<file path="src/rtl/venom_anim_ctrl.sv">
// Venom projectile animation sequencer: frame stepping, sprite ROM addressing, colour key.
// Define VENOM_LOOP_EN to loop the animation until stop instead of ending after FRAMES frames.
module venom_anim_ctrl #(
    parameter int FRAMES          = 8,
    parameter int FRAME_W         = 32,
    parameter int FRAME_H         = 32,
    parameter int TICKS_PER_FRAME = 4,
    parameter int ADDR_W          = 13
) (
    input  logic              Clk,
    input  logic              Reset_n,
    input  logic              frame_start,
    input  logic              fire,
    input  logic              stop,
    input  logic [9:0]        x_origin,
    input  logic [9:0]        y_origin,
    input  logic [9:0]        DrawX,
    input  logic [9:0]        DrawY,
    output logic [ADDR_W-1:0] rom_addr,
    input  logic [3:0]        rom_index,
    output logic [3:0]        pal_index,
    output logic              pixel_en,
    output logic              busy,
    output logic              done
);

    localparam int FRW = (FRAMES > 1) ? $clog2(FRAMES) : 1;
    localparam int FSZ = FRAME_W * FRAME_H;
    localparam logic [FRW-1:0] LAST_FRAME = FRW'(FRAMES - 1);
    localparam logic [7:0]     LAST_TICK  = 8'(TICKS_PER_FRAME - 1);

    typedef enum logic [1:0] {
        IDLE,
        PLAY,
        DONE
    } state_t;

    state_t          state;
    logic [FRW-1:0]  frame;
    logic [7:0]      tick;
    logic [9:0]      x0;
    logic [9:0]      y0;
    logic            vld;

    logic            in_x;
    logic            in_y;
    logic            in_box;
    logic [9:0]      dx;
    logic [9:0]      dy;
    logic [ADDR_W-1:0] addr_next;
    logic            opaque;

    always_ff @(posedge Clk or negedge Reset_n) begin
        if (!Reset_n) begin
            state <= IDLE;
            frame <= '0;
            tick  <= '0;
            x0    <= '0;
            y0    <= '0;
            busy  <= 1'b0;
            done  <= 1'b0;
        end else begin
            unique case (state)
                IDLE: begin
                    if (fire) begin
                        state <= PLAY;
                        busy  <= 1'b1;
                        x0    <= x_origin;
                        y0    <= y_origin;
                        frame <= '0;
                        tick  <= '0;
                    end
                end
                PLAY: begin
                    // stop wins over a coincident frame_start
                    if (stop) begin
                        state <= DONE;
                        busy  <= 1'b0;
                        done  <= 1'b1;
                    end else if (frame_start) begin
                        if (tick == LAST_TICK) begin
                            tick <= '0;
                            if (frame == LAST_FRAME) begin
`ifdef VENOM_LOOP_EN
                                frame <= '0;
`else
                                state <= DONE;
                                busy  <= 1'b0;
                                done  <= 1'b1;
`endif
                            end else begin
                                frame <= frame + 1'b1;
                            end
                        end else begin
                            tick <= tick + 8'd1;
                        end
                    end
                end
                DONE: begin
                    state <= IDLE;
                    done  <= 1'b0;
                end
                default: begin
                    state <= IDLE;
                    busy  <= 1'b0;
                    done  <= 1'b0;
                end
            endcase
        end
    end

    // 11-bit compares keep boxes near the right/bottom edge from wrapping
    assign in_x = ({1'b0, DrawX} >= {1'b0, x0}) &&
                  ({1'b0, DrawX} <  ({1'b0, x0} + 11'(FRAME_W)));
    assign in_y = ({1'b0, DrawY} >= {1'b0, y0}) &&
                  ({1'b0, DrawY} <  ({1'b0, y0} + 11'(FRAME_H)));
    assign in_box = in_x && in_y;

    assign dx = DrawX - x0;
    assign dy = DrawY - y0;

    assign addr_next = ADDR_W'(32'(frame) * 32'(FSZ) +
                               32'(dy) * 32'(FRAME_W) +
                               32'(dx));

    assign opaque = (rom_index != 4'd0) && (rom_index != 4'd11);

    always_ff @(posedge Clk or negedge Reset_n) begin
        if (!Reset_n) begin
            rom_addr  <= '0;
            vld       <= 1'b0;
            pal_index <= '0;
            pixel_en  <= 1'b0;
        end else begin
            rom_addr  <= in_box ? addr_next : '0;
            vld       <= in_box && (state == PLAY);
            pal_index <= rom_index;
            pixel_en  <= vld && opaque;
        end
    end

endmodule

</file>
<file path="config.mk">
export PLATFORM = sky130hd
export DESIGN_NAME = venom_anim_ctrl
export DESIGN_NICKNAME = d
export VERILOG_FILES = /design/src/rtl/venom_anim_ctrl.sv
export SDC_FILE = /design/constraint.sdc
export NUM_CORES = 1
export LEC_CHECK = 0
export ABC_CLOCK_PERIOD_IN_PS = 3700
export CAP_MARGIN = 20
export CELL_PAD_IN_SITES_DETAIL_PLACEMENT = 0
export CELL_PAD_IN_SITES_GLOBAL_PLACEMENT = 1
export CORE_AREA = 2 2 97 99
export DETAILED_ROUTE_END_ITERATION = 10
export DIE_AREA = 0 0 99 101
export PLACE_DENSITY = 0.84
export SLEW_MARGIN = 25
export SYNTH_ARGS = -nofsm -noshare
export SYNTH_HDL_FRONTEND = slang
export SYNTH_SLANG_ARGS = --single-unit
</file>
<file path="constraint.sdc">
create_clock -name Clk -period 3.7 [get_ports Clk]
set_input_delay 0.37 -clock Clk [delete_from_list [all_inputs] [get_ports Clk]]
set_output_delay 0.37 -clock Clk [all_outputs]
set_load 0.005 [all_outputs]
</file>
==> reports/summary.md, run 1 <==
• number of standard cells in the layout, taps in and fillers out: 555
• CTS Buf Count: 5
• die height: 101 microns
• via density per instance: 5.12
• Post-layout nets: 537
• overflow left after global routing: 0
• ratio of final minimum period to clock period: 92.2%
• maximum clock skew at final layout: 13.5 ps
• ant diodes: 0
• internal reg-to-reg setup slack: 350 ps
• max-slew headroom at the worst pin: 56.2%
• maximum vdd ir drop: 0.000350 V
• async set-reset flop share out of synthesis: 100%
• antenna-violating nets left: 0
• Yosys warning total: 0
• cell type contributing the most total cell area after synthesis: dfrtp_1
• synthesized area divided by synthesized cell count: 9.35 sq um
• PostCTS Resize Cnt: 0
• maximum clock insertion buffer count: 2
• RSZ-0062 raised after global routing: false
• IO buf count: 68
• CP peak stage delay: 510 ps
• HP Class: in2async
• Clock transition at path regs: 100 ps
• number of top-level design ports: 69
• final estimated routing congestion in global placement: 0.784
• initial standard-cell utilization of the core: 38.7%
• cell at the slowest stage of the critical path: or4_1
• number of enable flip-flop cells after synthesis: 0
• Fin. Hold Viols: 0
• number of antenna violations at the first check in global routing: 0
• arrival time at the worst endpoint: 3650 ps
• cells along the critical path: clkdlybuf4s50_1 -> ha_1 -> nor2b_1 -> o31a_1 -> o21ai_0 -> a21oi_1 -> nor4b_1 -> a211o_1 -> ha_1 -> inv_1 -> nor2_1 -> o31a_1 -> nor4_1 -> or4_1 -> a21oi_1
• number of distinct standard cells referenced by the synthesized netlist: 48
• Hold Worst Slack: 15.8 ps
• final setup vio count: 0
• critical path capture point type: register
• total number of clock tree sinks: 54
• share of cells above drive strength 1: 5.41%
• total of max-cap violations: 0
• DR vias: 2840
• Final Max Tran Viols: 0
• number of search-and-repair iterations in the first detailed-routing pass: 4
• drt total wl: 7290 microns
• sum of negative setup slack: 0 ps
• highest net fanout along the worst path: 3
• combined area of all synthesized cells: 3480 sq um
• ranking of synthesized cells by area: dfrtp_1, ha_1, o21ai_0
• outcome: finished, final reports clean
• Clk Latency, worst-skew pair: 310 ps
• Post-route DRC: 0
• count of state elements after synthesis: 54
• Power per Cell Area: 737 nW/um^2
• net count of the mapped netlist: 466
• WL per Instance: 13.1 microns
• layout overhead on the synthesized area: 26.7%
• number of global-route vias before repair: 2830
• startpoint types: primary input
• portion of synthesized cell area occupied by the leading cell type: 38.8%
• Synth Flop Type: dfrtp_1
• most instantiated library cell after synthesis: dfrtp_1
• wire length of the first global-routing pass: 12600 microns
• setup repair bufs after CTS: 0
• drt first-iter violations: 85
• crit path time final: 3410 ps
• Post-CTS Hold Buffers: 0
• Max H-tree Level: 2
• Power, Total: 3250 uW
• pin count of the biggest net entering global routing: 35
• buffer cell driving the clock tree root: clkbuf_8
• detailed-placement wirelength estimate: 5870 microns
• # placed instances: 547
• sequential fraction of the synthesis area: 38.8%
• horizontal die dimension: 99 microns
• aggregate global-route resource usage: 15.3%
• required time reported for the critical path endpoint: 3940 ps
• Die Area: 10000 sq um
• FP Rows: 35
• Worst Setup Path Type: in2reg
• commonest cells in the synthesized netlist: dfrtp_1, ha_1, nand2_1
• TritonCTS clock tree: yes
• core region area: 8980 sq um
• count of mapped cells out of synthesis: 372
• Leak Pwr: 0.00201 uW
• peak clock frequency supported by timing: 293 MHz
• slew at the pin with the worst max-slew slack: 656 ps
## cells by family after synthesis
group	after synthesis	share of synthesized area (%)
AOI/OAI and AO/OA	88	16.2
xor gates and xnor gates	28	7.05
adders and majority gates	45	16.8
buffers and inverters	40	4.57
DFF	54	38.8
muxes	3	0.935
and+or+nand+nor	114	15.6
## placed cells by master (no fill, tap or decap), types with 2 or more instances in the layout
cell type / synthesis / layout
clkdlybuf4s50_1: 0 / 67
o21ai_0: 27 / 27
and3_1: 3 / 3
o22ai_1: 2 / 2
nor2_1: 32 / 32
a22o_1: 5 / 5
o21bai_1: 2 / 2
or4b_2: 2 / 2
buf_4: 0 / 4
clkbuf_8: 0 / 5
inv_1: 32 / 32
nand3_1: 14 / 14
ha_1: 42 / 42
nand2_1: 34 / 34
nor4_1: 2 / 2
nand4_1: 4 / 4
o31a_1: 4 / 4
a211oi_1: 5 / 5
nor2b_1: 6 / 6
or2_2: 2 / 2
xnor2_1: 15 / 15
mux2_2: 2 / 2
a21oi_1: 20 / 20
a21o_1: 6 / 6
a31oi_1: 3 / 3
or4_1: 2 / 2
fa_1: 3 / 3
dfrtp_1: 54 / 54
nor3_1: 5 / 5
nand2b_1: 2 / 2
o21a_1: 6 / 6
xor2_1: 13 / 13
## registers in the layout (all words and copies together) (netlist names)
signal and count:
rom_addr 13, y0 10, x0 10, pixel_en 1
pal_index 4, tick 8, state 2, busy 1
done 1, frame 3, vld 1
## path summary, 6_finish.rpt
| check | startpoint | end | cells past startpoint |
|---|---|---|---|
| setup / recovery | DrawX[1] | rom_addr[12]$_DFF_PN0_ | 15 |
| hold / removal | Reset_n | y0[8]$_DFFE_PN0P_ | 1 |
| setup reg to reg | x0[1]$_DFFE_PN0P_ | rom_addr[12]$_DFF_PN0_ | 15 |
| hold reg to reg | vld$_DFF_PN0_ | pixel_en$_DFF_PN0_ | 1 |
| max in group asynchronous | Reset_n | rom_addr[5]$_DFF_PN0_ | 2 |
| min in group Clk | vld$_DFF_PN0_ | pixel_en$_DFF_PN0_ | 1 |
## final cells by class
class | instances | area [sq um]
clock buffers | 5 | 68.8
clock inverters | 3 | 47.5
fillers | 867 | 4570
inverters | 32 | 120
multi-input cells | 278 | 1970
flip-flops and latches | 54 | 1350
well taps | 111 | 139
repair buffers | 72 | 706
## report_power, final
part           internal [uW]  leakage, uW  switching [uW]
clock network            205    0.0000587             203
logic                    950      0.00125            1030
registers                750     0.000699             112
total                   1910      0.00201            1340
## stage by stage
| step | setup slack (ps) | cell area (sq um) | utilization (%) |
|---|---|---|---|
| final | 287 | 4410 | 49.1 |
| after detailed placement | 7.65 | 4290 | 47.8 |
| after global routing | 165 | 4410 | 49.1 |
| after floorplan | 683 | 3480 | - |
| after CTS | 305 | 4410 | 49.1 |
| after global placement | 101 | 4290 | 47.8 |
## critical path: cells and delay by family
kind / cells / cell delay (ps)
simple gates: 5 / 1160
buf+inv: 2 / 490
compound gates: 6 / 1190
fa+ha+maj: 2 / 450
## metal layers
| metal | up-vias | share of wire [%] | track usage (%) |
|---|---|---|---|
| li1 | 1441 | - | - |
| met1 | 1338 | 45 | 18.6 |
| met2 | 55 | 50 | 27.2 |
| met3 | 6 | 3.8 | 3.19 |
| met4 | 0 | 1.4 | 4.64 |
| met5 | - | 0 | 0 |
(Power assumes the default switching activity.)
==> inputs of run 2 (changes only) <==
- CAP_MARGIN: 20 -> 5
- CORE_AREA: 2 2 97 99 -> 2 2 121 123
- DIE_AREA: 0 0 99 101 -> 0 0 123 125
- PLACE_DENSITY: 0.84 -> 0.6
==> run 2 against run 1 <==
Compared with the run above:
- register-to-register slack improved by 40 ps
- worst setup slack better by 8.7 ps
- clock skew is 6.2 ps lower
- utilization fell by 17 points
- critical path type unchanged
- largest power group unchanged
==> reports/summary.md, run 2 (synthesis results as in run 1) <==
• outcome: finished, final reports clean
• Fin. Hold Viols: 0, unchanged
• wire length of the first global-routing pass: 13700 microns, +8.8%
• Clock transition at path regs: 70 ps, -30 ps
• drt first-iter violations: 141, +66%
• Worst Setup Path Type: in2reg
• metal1 wirelength: 3770 microns, +15%
• fraction of power spent switching nets: 40.7%, -0.58 points
• least setup slack across all paths after layout: 296 ps, +8.69 ps
• pin count of the biggest net entering global routing: 40, +14%
• number of standard cells in the layout, taps in and fillers out: 632, +14%
• DR vias: 2804, -1.3%
• initial standard-cell utilization of the core: 24.5%, -14 points
• Clk Latency, worst-skew pair: 300 ps, about the same
• number of flip-flops in the largest register: 13, unchanged
• final estimated routing congestion in global placement: 0.777, -0.82%
• Clock Power Share: 13.9%, +1.3 points
• internal power: 2010 uW, +5.5%
• Post-route DRC: 0, unchanged
• Detail Route met3 WL: 366 microns, +31%
• WL per Instance: 12.9 microns, -1.8%
• Power per Cell Area: 744 nW/um^2, +1.0%
• slew at the pin with the worst max-slew slack: 627 ps, -29.4 ps
• critical path capture point type: register
• peak clock frequency supported by timing: 294 MHz, +0.26%
• maximum clock skew at final layout: 7.29 ps, -6.16 ps
• required time reported for the critical path endpoint: 3930 ps, about the same
• TritonCTS clock tree: yes
• Leak Pwr: 0.00204 uW, +1.5%
• combinational share of power: 60.6%, -0.3 points
• Largest regs: rom_addr (13), x0 (10), y0 (10)
• IO buf count: 68, unchanged
• RSZ-0062 raised after global routing: false
• ant diodes: 0, unchanged
• via density per instance: 4.44, -13%
• number of antenna violations at the first check in global routing: 0, unchanged
• number of search-and-repair iterations in the first detailed-routing pass: 4, unchanged
• number of global-route vias before repair: 2884, +1.9%
• final setup vio count: 0, unchanged
• core region area: 14200 sq um, +58%
• # placed instances: 624, +14%
• max-slew headroom at the worst pin: 58.2%, +2.0 points
• detailed-placement wirelength estimate: 6620 microns, +13%
• routed length on met2: 3880 microns, +6.9%
• Die Area: 15400 sq um, +54%
• arrival time at the worst endpoint: 3640 ps, about the same
• ratio of final minimum period to clock period: 92.0%, -0.23 points
• horizontal die dimension: 123 microns, +24%
• overflow left after global routing: 0, unchanged
• sum of negative setup slack: 0 ps, unchanged
• setup repair bufs after CTS: 0, unchanged
• HP Class: in2async
• startpoint types: primary input
• highest net fanout along the worst path: 3, unchanged
• Most flops, register: rom_addr
• crit path time final: 3400 ps, -8.69 ps
• CTS Buf Count: 5, unchanged
• Post-layout nets: 541, +0.74%
• Switch Pwr: 1380 uW, +3.0%
• most common cell after layout, fill and taps aside: clkdlybuf4s50_1
• buffer cell driving the clock tree root: clkbuf_16
• total of max-cap violations: 0, unchanged
• maximum clock insertion buffer count: 2, unchanged
• layout overhead on the synthesized area: 31.0%
• top library cells by usage in the layout, fill and taps aside: clkdlybuf4s50_1, dfrtp_1, ha_1, nand2_1
• Max Used Layer: met4
• Final Max Tran Viols: 0, unchanged
• FP Rows: 44, +26%
• share of cells above drive strength 1: 6.25%, +0.84 points
• pre-CTS setup slack: -48.1 ps, -55.7 ps
• die height: 125 microns, +24%
• aggregate global-route resource usage: 11.2%, -4.1 points
• total number of clock tree sinks: 54, unchanged
• drt total wl: 8150 microns, +12%
• maximum vdd ir drop: 0.000308 V, -12%
• sequential group share of total power: 25.5%, -1.0 points
• Max H-tree Level: 2, unchanged
• antenna-violating nets left: 0, unchanged
• number of top-level design ports: 69, unchanged
run 2: final cells by class:
class,instances,area [sq um]
clock inverters,3,21.3
multi-input cells,278,1970
repair buffers,76,736
flip-flops and latches,54,1350
inverters,32,120
well taps,184,230
clock buffers,5,125
fillers,1526,9650
run 2: final timing paths:
path / from / endpoint / slack (ps) / depth (start not counted)
max: DrawX[1] / rom_addr[12]$_DFF_PN0_ / 300 / 15
min: Reset_n / x0[5]$_DFFE_PN0P_ / 60 / 1
max reg2reg: x0[1]$_DFFE_PN0P_ / rom_addr[12]$_DFF_PN0_ / 390 / 15
min reg2reg: vld$_DFF_PN0_ / pixel_en$_DFF_PN0_ / 470 / 1
max in group asynchronous: Reset_n / pal_index[0]$_DFF_PN0_ / 2830 / 2
min in group Clk: vld$_DFF_PN0_ / pixel_en$_DFF_PN0_ / 470 / 1
run 2: critical path: stages:
cell and delay [ps]:
clkdlybuf4s50_1 430, ha_1 320, nor2b_1 150, o31a_1 250, o21ai_1 240, a21oi_1 180, nor4b_1 380, a211o_1 160
ha_1 130, inv_1 50, nor2_1 100, o31a_1 170, nor4_1 60, or4_1 520, a21oi_1 130
run 2: repair_timing:
action	4_1_cts	5_1_grt
hold buffers	0	0
hold endpoints to repair	0	0
resized for setup	0	1
endpoints found under the setup margin	0	1
run 2: power by group through the flow:
stage                     Combinational (uW)  Clock, uW  Sequential [uW]
after floorplan                         1480          0              851
final                                   2050        473              865
after detailed placement                2070          0              878
after global routing                    2380        523              892
after CTS                               2090        498              867
after global placement                  2060          0              875
run 2: metal layers:
| metal | GRT usage [%] | vias to the layer above |
|---|---|---|
| met2 | 18.3 | 48 |
| met4 | 3.94 | 0 |
| met5 | 0 | - |
| met3 | 2.74 | 9 |
| li1 | - | 1451 |
| met1 | 14.3 | 1296 |
run 2: stage by stage:
step / area (sq um) / hold slack, ps / total power (uW) / util, %
2_1_floorplan: 3480 / 74.4 / 2330 / -
3_3_place_gp: 4410 / 408 / 2940 / 31.1
3_5_place_dp: 4410 / 410 / 2950 / 31.1
4_1_cts: 4560 / 84.1 / 3450 / 32.1
5_1_grt: 4560 / 103 / 3800 / 32.1
6_report: 4560 / 59.6 / 3390 / 32.1
